[src/rtl/seg_pkg.sv]
// Shared constants and types for the 7-segment scan reader.
// Segment bit order: bit 6 = a, bit 5 = b, ... bit 0 = g. Active-low (0 = lit).
package seg_pkg;

  localparam int SEG_W = 7;

  localparam logic [SEG_W-1:0] SEG_0     = 7'b0000001;
  localparam logic [SEG_W-1:0] SEG_1     = 7'b1001111;
  localparam logic [SEG_W-1:0] SEG_2     = 7'b0010010;
  localparam logic [SEG_W-1:0] SEG_3     = 7'b0000110;
  localparam logic [SEG_W-1:0] SEG_4     = 7'b1001100;
  localparam logic [SEG_W-1:0] SEG_5     = 7'b0100100;
  localparam logic [SEG_W-1:0] SEG_6     = 7'b0100000;
  localparam logic [SEG_W-1:0] SEG_7     = 7'b0001111;
  localparam logic [SEG_W-1:0] SEG_8     = 7'b0000000;
  localparam logic [SEG_W-1:0] SEG_9     = 7'b0000100;
  localparam logic [SEG_W-1:0] SEG_BLANK = 7'b1111111;

  localparam logic [3:0] BLANK_CODE = 4'hF;

  typedef enum logic {
    SETTLE = 1'b0,
    HOLD   = 1'b1
  } stab_state_t;

endpackage

[src/rtl/seg_to_num_4b.sv]
// Combinational inverse of the 7-segment display encoder.
module seg_to_num_4b
  import seg_pkg::*;
(
  input  logic [SEG_W-1:0] sseg,
  output logic [3:0]       num,
  output logic             is_blank,
  output logic             illegal
);

  // Glyph lookup; anything outside the digit table and all-off is illegal.
  always_comb begin
    num      = 4'h0;
    is_blank = 1'b0;
    illegal  = 1'b0;
    case (sseg)
      SEG_0:     num = 4'd0;
      SEG_1:     num = 4'd1;
      SEG_2:     num = 4'd2;
      SEG_3:     num = 4'd3;
      SEG_4:     num = 4'd4;
      SEG_5:     num = 4'd5;
      SEG_6:     num = 4'd6;
      SEG_7:     num = 4'd7;
      SEG_8:     num = 4'd8;
      SEG_9:     num = 4'd9;
      SEG_BLANK: begin
        num      = BLANK_CODE;
        is_blank = 1'b1;
      end
      default:   illegal = 1'b1;
    endcase
  end

endmodule

[src/rtl/seg_scan_reader.sv]
// Passive reader for a multiplexed active-low 7-segment bus. Waits for the
// anode/segment pair to settle, decodes the glyph and assembles a frame once
// every digit position has been captured.
module seg_scan_reader
  import seg_pkg::*;
#(
  parameter int DIGITS        = 4,
  parameter int STABLE_CYCLES = 16
) (
  input  logic                  clk,
  input  logic                  rst_n,
  input  logic [DIGITS-1:0]     an,
  input  logic [SEG_W-1:0]      sseg,
  output logic [4*DIGITS-1:0]   digits,
  output logic [DIGITS-1:0]     blank,
  output logic                  frame_valid,
  output logic                  seg_err,
  output logic                  an_err
);

  localparam int BUS_W = DIGITS + SEG_W;
  localparam int CW    = $clog2(STABLE_CYCLES + 1);
  localparam int IW    = (DIGITS > 1) ? $clog2(DIGITS) : 1;
  localparam logic [CW-1:0] CNT_LAST = CW'(STABLE_CYCLES - 1);

  logic [BUS_W-1:0] s1_reg, s2_reg, s3_reg;
  stab_state_t      state_reg, state_next;
  logic [CW-1:0]    cnt_reg, cnt_next;
  logic             capture;

  logic [4*DIGITS-1:0] digits_reg, digits_next;
  logic [DIGITS-1:0]   blank_reg, blank_next;
  logic [DIGITS-1:0]   seen_reg, seen_next;
  logic                frame_reg, frame_next;
  logic                seg_err_reg, seg_err_next;
  logic                an_err_reg, an_err_next;

  logic [DIGITS-1:0] an_s;
  logic [SEG_W-1:0]  sg_s;
  logic [3:0]        dec_num;
  logic              dec_blank, dec_illegal;
  logic [3:0]        zeros;
  logic [IW-1:0]     idx;
  logic [DIGITS-1:0] seen_tmp;

  assign an_s = s2_reg[BUS_W-1:SEG_W];
  assign sg_s = s2_reg[SEG_W-1:0];

  seg_to_num_4b u_dec (
    .sseg     (sg_s),
    .num      (dec_num),
    .is_blank (dec_blank),
    .illegal  (dec_illegal)
  );

  // Two-flop synchroniser for the asynchronous bus plus a delayed copy for change detection.
  always_ff @(posedge clk or negedge rst_n) begin
    if (!rst_n) begin
      s1_reg <= '1;
      s2_reg <= '1;
      s3_reg <= '1;
    end else begin
      s1_reg <= {an, sseg};
      s2_reg <= s1_reg;
      s3_reg <= s2_reg;
    end
  end

  // Stability FSM state and counter registers.
  always_ff @(posedge clk or negedge rst_n) begin
    if (!rst_n) begin
      state_reg <= SETTLE;
      cnt_reg   <= '0;
    end else begin
      state_reg <= state_next;
      cnt_reg   <= cnt_next;
    end
  end

  // Stability FSM: count unchanged cycles, capture once, then hold until the bus moves.
  always_comb begin
    state_next = state_reg;
    cnt_next   = cnt_reg;
    capture    = 1'b0;
    case (state_reg)
      SETTLE: begin
        if (s2_reg != s3_reg) begin
          cnt_next = '0;
        end else begin
          cnt_next = cnt_reg + 1'b1;
          if (cnt_reg == CNT_LAST) begin
            capture    = 1'b1;
            state_next = HOLD;
          end
        end
      end
      HOLD: begin
        if (s2_reg != s3_reg) begin
          cnt_next   = '0;
          state_next = SETTLE;
        end
      end
      default: state_next = SETTLE;
    endcase
  end

  // Count active anodes and locate the selected position.
  always_comb begin
    zeros = 4'd0;
    idx   = '0;
    for (int i = 0; i < DIGITS; i++) begin
      if (!an_s[i]) begin
        zeros = zeros + 4'd1;
        idx   = IW'(i);
      end
    end
  end

  // Capture action: update the selected digit, track seen positions, raise pulses.
  always_comb begin
    digits_next  = digits_reg;
    blank_next   = blank_reg;
    seen_next    = seen_reg;
    seen_tmp     = seen_reg;
    frame_next   = 1'b0;
    seg_err_next = 1'b0;
    an_err_next  = 1'b0;
    if (capture) begin
      if (zeros > 4'd1) begin
        an_err_next = 1'b1;
      end else if (zeros == 4'd1) begin
        if (dec_illegal) begin
          seg_err_next = 1'b1;
        end else begin
          digits_next[{idx, 2'b00} +: 4] = dec_num;
          blank_next[idx]                = dec_blank;
          seen_tmp[idx]                  = 1'b1;
          if (&seen_tmp) begin
            frame_next = 1'b1;
            seen_next  = '0;
          end else begin
            seen_next  = seen_tmp;
          end
        end
      end
    end
  end

  // Output and frame-tracking registers.
  always_ff @(posedge clk or negedge rst_n) begin
    if (!rst_n) begin
      digits_reg  <= '0;
      blank_reg   <= '0;
      seen_reg    <= '0;
      frame_reg   <= 1'b0;
      seg_err_reg <= 1'b0;
      an_err_reg  <= 1'b0;
    end else begin
      digits_reg  <= digits_next;
      blank_reg   <= blank_next;
      seen_reg    <= seen_next;
      frame_reg   <= frame_next;
      seg_err_reg <= seg_err_next;
      an_err_reg  <= an_err_next;
    end
  end

  assign digits      = digits_reg;
  assign blank       = blank_reg;
  assign frame_valid = frame_reg;
  assign seg_err     = seg_err_reg;
  assign an_err      = an_err_reg;

endmodule
[config.mk]
export PLATFORM = sky130hd
export DESIGN_NAME = seg_scan_reader
export DESIGN_NICKNAME = d
export VERILOG_FILES = /design/src/rtl/seg_pkg.sv /design/src/rtl/seg_to_num_4b.sv /design/src/rtl/seg_scan_reader.sv
export SDC_FILE = /design/constraint.sdc
export NUM_CORES = 1
export LEC_CHECK = 0
export ABC_CLOCK_PERIOD_IN_PS = 3300
export BUFFER_PORTS_ARGS = -buffer_cell sky130_fd_sc_hd__buf_2
export CORE_ASPECT_RATIO = 0.8
export CORE_MARGIN = 2
export CORE_UTILIZATION = 57
export DETAILED_ROUTE_END_ITERATION = 12
export HOLD_SLACK_MARGIN = 0.03
export PLACE_DENSITY = 0.84
export SYNTH_ARGS = -nofsm -noshare
export SYNTH_HDL_FRONTEND = slang
export SYNTH_HIERARCHICAL = 1
export SYNTH_SLANG_ARGS = --single-unit
[constraint.sdc]
create_clock -name clk -period 3.3 [get_ports clk]
set_input_delay 0 -clock clk [delete_from_list [all_inputs] [get_ports clk]]
set_output_delay 0 -clock clk [all_outputs]
set_load 0.01 [all_outputs]
# After elaboration in Yosys (flattened, before gate mapping)
# Cells that the tools add are included.
# W data, S select, Z words.
[op_classes]
order_cmp = 3
n_shift = 2
bitwise_logic = 3
n_eq_ne = 14
addsub = 5
reduce_logical = 5
mux = 33
[op_table]
columns = ["cell", "n"]
rows = [
  ["$pmux W4 S10", 1],
  ["$eq A7 B7 Y1 const B", 3],
  ["$mux W1", 19],
  ["$bwmux W16", 1],
  ["$mux W4", 4],
  ["$shift A4 B6 Y16 const A", 1],
  ["$shiftx A4 B6 Y16", 1],
  ["$eq A7 B3 Y1 const B", 2],
  ["$eq A7 B6 Y1 const B", 2],
  ["$ne A11 B11 Y1", 1],
  ["$reduce_or A11 Y1", 1],
  ["$mux W5", 2],
  ["$pmux W5 S2", 1],
  ["$add A4 B1 Y4 const B", 2],
  ["$reduce_and A4 Y1", 2],
  ["$eq A7 B1 Y1 const B", 1],
  ["$eq A7 B4 Y1 const B", 1],
  ["$eq A7 B5 Y1 const B", 1],
  ["$logic_not A7 Y1", 1],
  ["$neg A4 Y6", 1],
  ["$add A5 B1 Y5 const B", 1],
  ["$eq A5 B4 Y1 const B", 1],
  ["$bwmux W4", 1],
  ["$eq A4 B1 Y1 const B", 1],
  ["other kinds (11)", 13],
]
[word_totals]
elab_cells = 76
ff_bits = 66
out_inout_bits = 23

# Longest topological paths before layout
[logic_depth]
depth_word = 14
mapped_depth = 11

# By module
# Netlist, hierarchy kept.
[by_module_without_submodules]
columns = ["module", "area_per_inst_um2", "seq_area_each_um2", "n_inst", "cells_each"]
rows = [
  ["seg_scan_reader", 2627.5, 1692.9, 1, 177],
  ["seg_to_num_4b", 232.7, 0.0, 1, 33],
]

# Worst setup path before layout
# Ideal clock, no wire load.
[synth_timing]
path_type = "reg-to-reg"
start = "register s2_reg[8]"
end = "register blank_reg[3] (netlist: blank[3])"
path_slack_ps = 241
path_buffers = 1
synth_period_minus_slack_ps = 3059
stages_incl_launch_ff = 11
setup_ps = 125
required_time_ps = 3175
arrival_ps = 2934
path_cell_list = "dfstp_2 > inv_1 > ha_1 > xnor2_1 > ha_1 > inv_1 > o221ai_1 > or3_4 > or4b_1 > buf_6 > mux2_4"
[synth_via]
elab_chain_len = 8
[synth_lines]
columns = ["item", "line_no", "text"]
rows = [
  ["from (decl)", "seg_scan_reader.sv:26", "logic [BUS_W-1:0] s1_reg, s2_reg, s3_reg;"],
  ["from (signal assigned)", "seg_scan_reader.sv:64", "s2_reg <= s1_reg;"],
  ["$mux W4 / $mux W1 (equally long branches)", "seg_scan_reader.sv:112", "if (!an_s[i]) begin"],
  ["$add A4 B1 Y4 / $mux W2 (equally long branches)", "seg_scan_reader.sv:113, seg_scan_reader.sv:112", ""],
  ["$mux W4 / $mux W2 (equally long branches)", "seg_scan_reader.sv:112", ""],
  ["$add A4 B1 Y4, or another cell as far along", "seg_scan_reader.sv:113", "zeros = zeros + 4'd1;"],
  ["$mux W4 / $logic_and A1 B1 Y1 (equally long branches)", "seg_scan_reader.sv:112, seg_scan_reader.sv:136", ""],
  ["$gt A4 B1 Y1 / $mux W1 (equally long branches)", "seg_scan_reader.sv:129, seg_scan_reader.sv:136", ""],
  ["$not A1 Y1 (no source line) / $demux W1 S2 (equally long branches)", "n/a", ""],
  ["$reduce_and A4 Y1 (no source line) / $bwmux W4 (equally long branches)", "n/a", ""],
  ["to (signal assigned)", "seg_scan_reader.sv:160", "blank_reg <= blank_next;"],
  ["to (decl)", "seg_scan_reader.sv:32", "logic [DIGITS-1:0] blank_reg, blank_next;"],
]
# Several ways; a longest one is shown, not always the timed one.
# A chain may end at the register's enable or synchronous reset.

# Worst setup path in the final report
[layout_timing]
start = "register s2_reg[8]"
end = "register digits_reg[13] (netlist: digits[13])"
[layout_via]
elab_chain_len = 8
[layout_lines]
columns = ["item", "line_no", "text"]
rows = [
  ["$mux W4", "seg_scan_reader.sv:112", ""],
  ["$add A4 B1 Y4", "seg_scan_reader.sv:113", ""],
  ["$mux W4", "seg_scan_reader.sv:112", ""],
  ["$add A4 B1 Y4", "seg_scan_reader.sv:113", ""],
  ["$mux W4", "seg_scan_reader.sv:112", ""],
  ["$gt A4 B1 Y1", "seg_scan_reader.sv:129", "if (zeros > 4'd1) begin"],
  ["$not A1 Y1 (no source line)", "n/a", ""],
  ["$reduce_and A4 Y1 (no source line)", "n/a", ""],
  ["to (signal assigned)", "seg_scan_reader.sv:159", "digits_reg <= digits_next;"],
  ["to (decl)", "seg_scan_reader.sv:31", "logic [4*DIGITS-1:0] digits_reg, digits_next;"],
]
# Several ways; a longest one is shown, not always the timed one.

==> run_results.csv <==
group,metric,value,unit
route,vias,1751,
route,drtIter0Drc,79,
worst_setup_path,path_max_fanout,6,
finish,largest_reg_flops,16,
route,firstDrtPassIters,4,
finish,nNetsFinal,285,
worst_setup_path,cp.required,3.53,ns
cts,clockBufferDepth,2,
worst_setup_path,arrival,3.33,ns
finish,area_delta_synth_final,20.9,%
worst_setup_path,worstSetupStartpointType,"flip-flop",
timing,finalHoldViolations,0,
cts,cts_setup_buffers,0,
worst_setup_path,cpPeakStageDelay,0.62,ns
synth,synth_edf_count,0,
synth,ys_seq_area_frac,0.592,
timing,hold_ws,0.300,ns
cts,cts.htree.levels,3,
cts,insertion_delay,0.34,ns
worst_hold_path,hold_path.class,"in2reg",
route,antenna_left,0,
synth,ys_ff_latch,66,
route,met2WireLength,2310,microns
finish,diodes,0,
cts,cts_tree,"yes",
worst_setup_path,timing.critical_path.max_delay_family,"simple AND/OR/NAND/NOR gates",
cts,cts_buffers,9,
floorplan,ios,36,
timing,slew_violations,0,
synth,syn-num-nets,228,
timing,fin_worst_skew,0.00430,ns
finish,utilization,0.703,
timing,fin_crit,3.10,ns
floorplan,die_x,83.2,microns
timing,setup_ws,0.198,ns
route,top_layer,"met4",
pwr,leakage,0.00163,uW
synth,syn_inst,210,
floorplan,die_height,67.4,microns
global_route,track_usage,0.192,
route,wire_per_inst,14.5,microns
worst_setup_path,path_buf_inv,2,
flow_run,maxCapViolations,0,
synth,synth_ff_type,"dfstp_2",
worst_setup_path,cp_slowest_cell,"dfstp_2",
global_route,grt_pass1_wl,8020,microns
timing,rsz0062_at_grt,"no",
cts,cts_sinks,66,
finish,drive_gt1_frac,0.460,
worst_hold_path,min_from,"sseg[2]",
route,wl_met3,243,microns
global_route,first_global_vias,1717,
finish,final_common_cell,"buf_2",
synth,synth_area,2860,sq um
route,avgViaCountPerCell,5.24,
timing,max_freq,0.322,GHz
floorplan,start_util,0.581,
timing,tightestPinTransition,0.926,ns
placed_design,hpwl,3270,microns
synth,synth_cell_type_count,50,
cts,root_buffer,"clkbuf_8",
floorplan,rows,23,
route,wl_met1,2220,microns
timing,slew_headroom,0.383,
worst_setup_path,r2r_start,"s2_reg[8]",
worst_setup_path,critical_path_class,"reg2reg",
route,drc_errors,0,
synth,synth_warnings,6,
worst_setup_path,path_cells,"inv_1 > ha_1 > xnor2_1 > ha_1 > inv_1 > o221ai_1 > or3_4 > or4b_4 > mux2_4",
timing,setup_violations,0,
synth,synth-async-reset-ratio,1.00,
global_route,antenna_found_initial,0,
worst_setup_path,cp-end-kind,"flip-flop",
placed_design,gp_congestion,0.825,
synth,syn_avg_cell_area,13.6,sq um
global_route,grt-ovfl-total,0,
outcome,outcome,"complete, no violations",
finish,n_fill_cell,343,
worst_setup_path,cp-startpoint,"s2_reg[8]",
floorplan,core,4920,sq um
global_route,grt_max_degree,46,
finish,final_cell_mix,"35 x buf_2, 33 x dfrtp_1, 33 x dfstp_2",
route,totalWireLength,4830,microns
pwr,power_density,497,nW/um^2
timing,min_period_over_period,0.940,
floorplan,die_area,5600,sq um
placed_design,portBuffers,35,
pwr,vdd_drop_max,0.000426,V
placed_design,dp_slack,0.0784,ns
cts,clk_pin_slew_worst_paths,0.07,ns
timing,setup_tns,0,ns
==> per-stage QoR <==
step	area (sq um)	total power (uW)	instances
floorplan	2860	933	210
global placement	3100	962	306
detailed placement	3100	967	306
CTS	3450	1740	334
global route	3460	1790	334
finish	3460	1720	334
==> per-layer routing <==
| layer | GRT usage | vias up |
|---|---|---|
| li1 | - | 850 |
| met1 | 0.236 | 848 |
| met2 | 0.310 | 48 |
| met3 | 0.0611 | 5 |
| met4 | 0.0984 | 0 |
| met5 | 0 | - |
==> where the power goes <==
group          internal, uW  leakage (uW)  switching, uW
Sequential              847      0.000808           25.2
Clock                   463      0.000117            291
Combinational          42.0      0.000703           48.9
==> synthesized netlist by cell type, drive strengths merged (2+ instances only) <==
master	n	share of area
inv	8	0.010
o21bai	2	0.0052
xor2	15	0.046
nor2b	3	0.0066
a21oi	6	0.010
nor3	5	0.010
xnor2	3	0.0092
nand3	2	0.0079
nand4	2	0.0044
mux2	20	0.085
nor2	16	0.021
and4b	2	0.0070
nand2	6	0.0088
o21ai	3	0.0066
o21ba	3	0.010
and3	3	0.0070
dfstp	33	0.30
mux2i	3	0.010
or3	4	0.012
ha	5	0.022
buf	7	0.022
nor4	7	0.031
dfrtp	33	0.29
o211ai	3	0.0079
==> final timing paths <==
check | to | slack, ns | cells after the start
worst max-delay path | digits[13] | 0.20 | 9
worst min-delay path | s1_reg[2] | 0.30 | 2
worst max register to register | digits[13] | 0.20 | 9
worst min register to register | s2_reg[2] | 0.35 | 0
max in group asynchronous | s1_reg[6] | 2.18 | 3
min in group asynchronous | cnt_reg[1] | 0.34 | 2
==> worst reg2reg max path: stages (launching register included) <==
cell,delay (ns)
dfstp_2,0.62
inv_1,0.11
ha_1,0.35
xnor2_1,0.16
ha_1,0.30
inv_1,0.06
o221ai_1,0.13
or3_4,0.39
or4b_4,0.57
mux2_4,0.32
==> timing repair <==
action | 4_1_cts | 5_1_grt
gates resized for setup | 0 | 1
hold endpoints to repair | 33 | 0
setup endpoints to repair | 0 | 5
hold buffers | 12 | 0
==> cell type report <==
type / instances / area (sq um) / area share
Tap cell: 62 / 77.6 / 0.0224
Multi-Input combinational cell: 128 / 1070 / 0.311
Timing Repair Buffer: 54 / 348 / 0.101
Sequential cell: 66 / 1690 / 0.490
Clock buffer: 14 / 195 / 0.0565
Clock inverter: 2 / 38.8 / 0.0112
Inverter: 8 / 30.0 / 0.00869
==> cells by family (layout without fill, tap and decap cells) <==
kind of cell,count (synthesis),after routing,share of synthesized area
DFF,66,66,0.592
and+or+nand+nor,58,58,0.140
AOI/OAI and AO/OA,24,24,0.0617
muxes,23,23,0.0958
xor gates and xnor gates,18,18,0.0551
buffers and inverters,16,78,0.0337
adders and majority gates,5,5,0.0219
No activity file was read; power rests on OpenSTA's default activity.
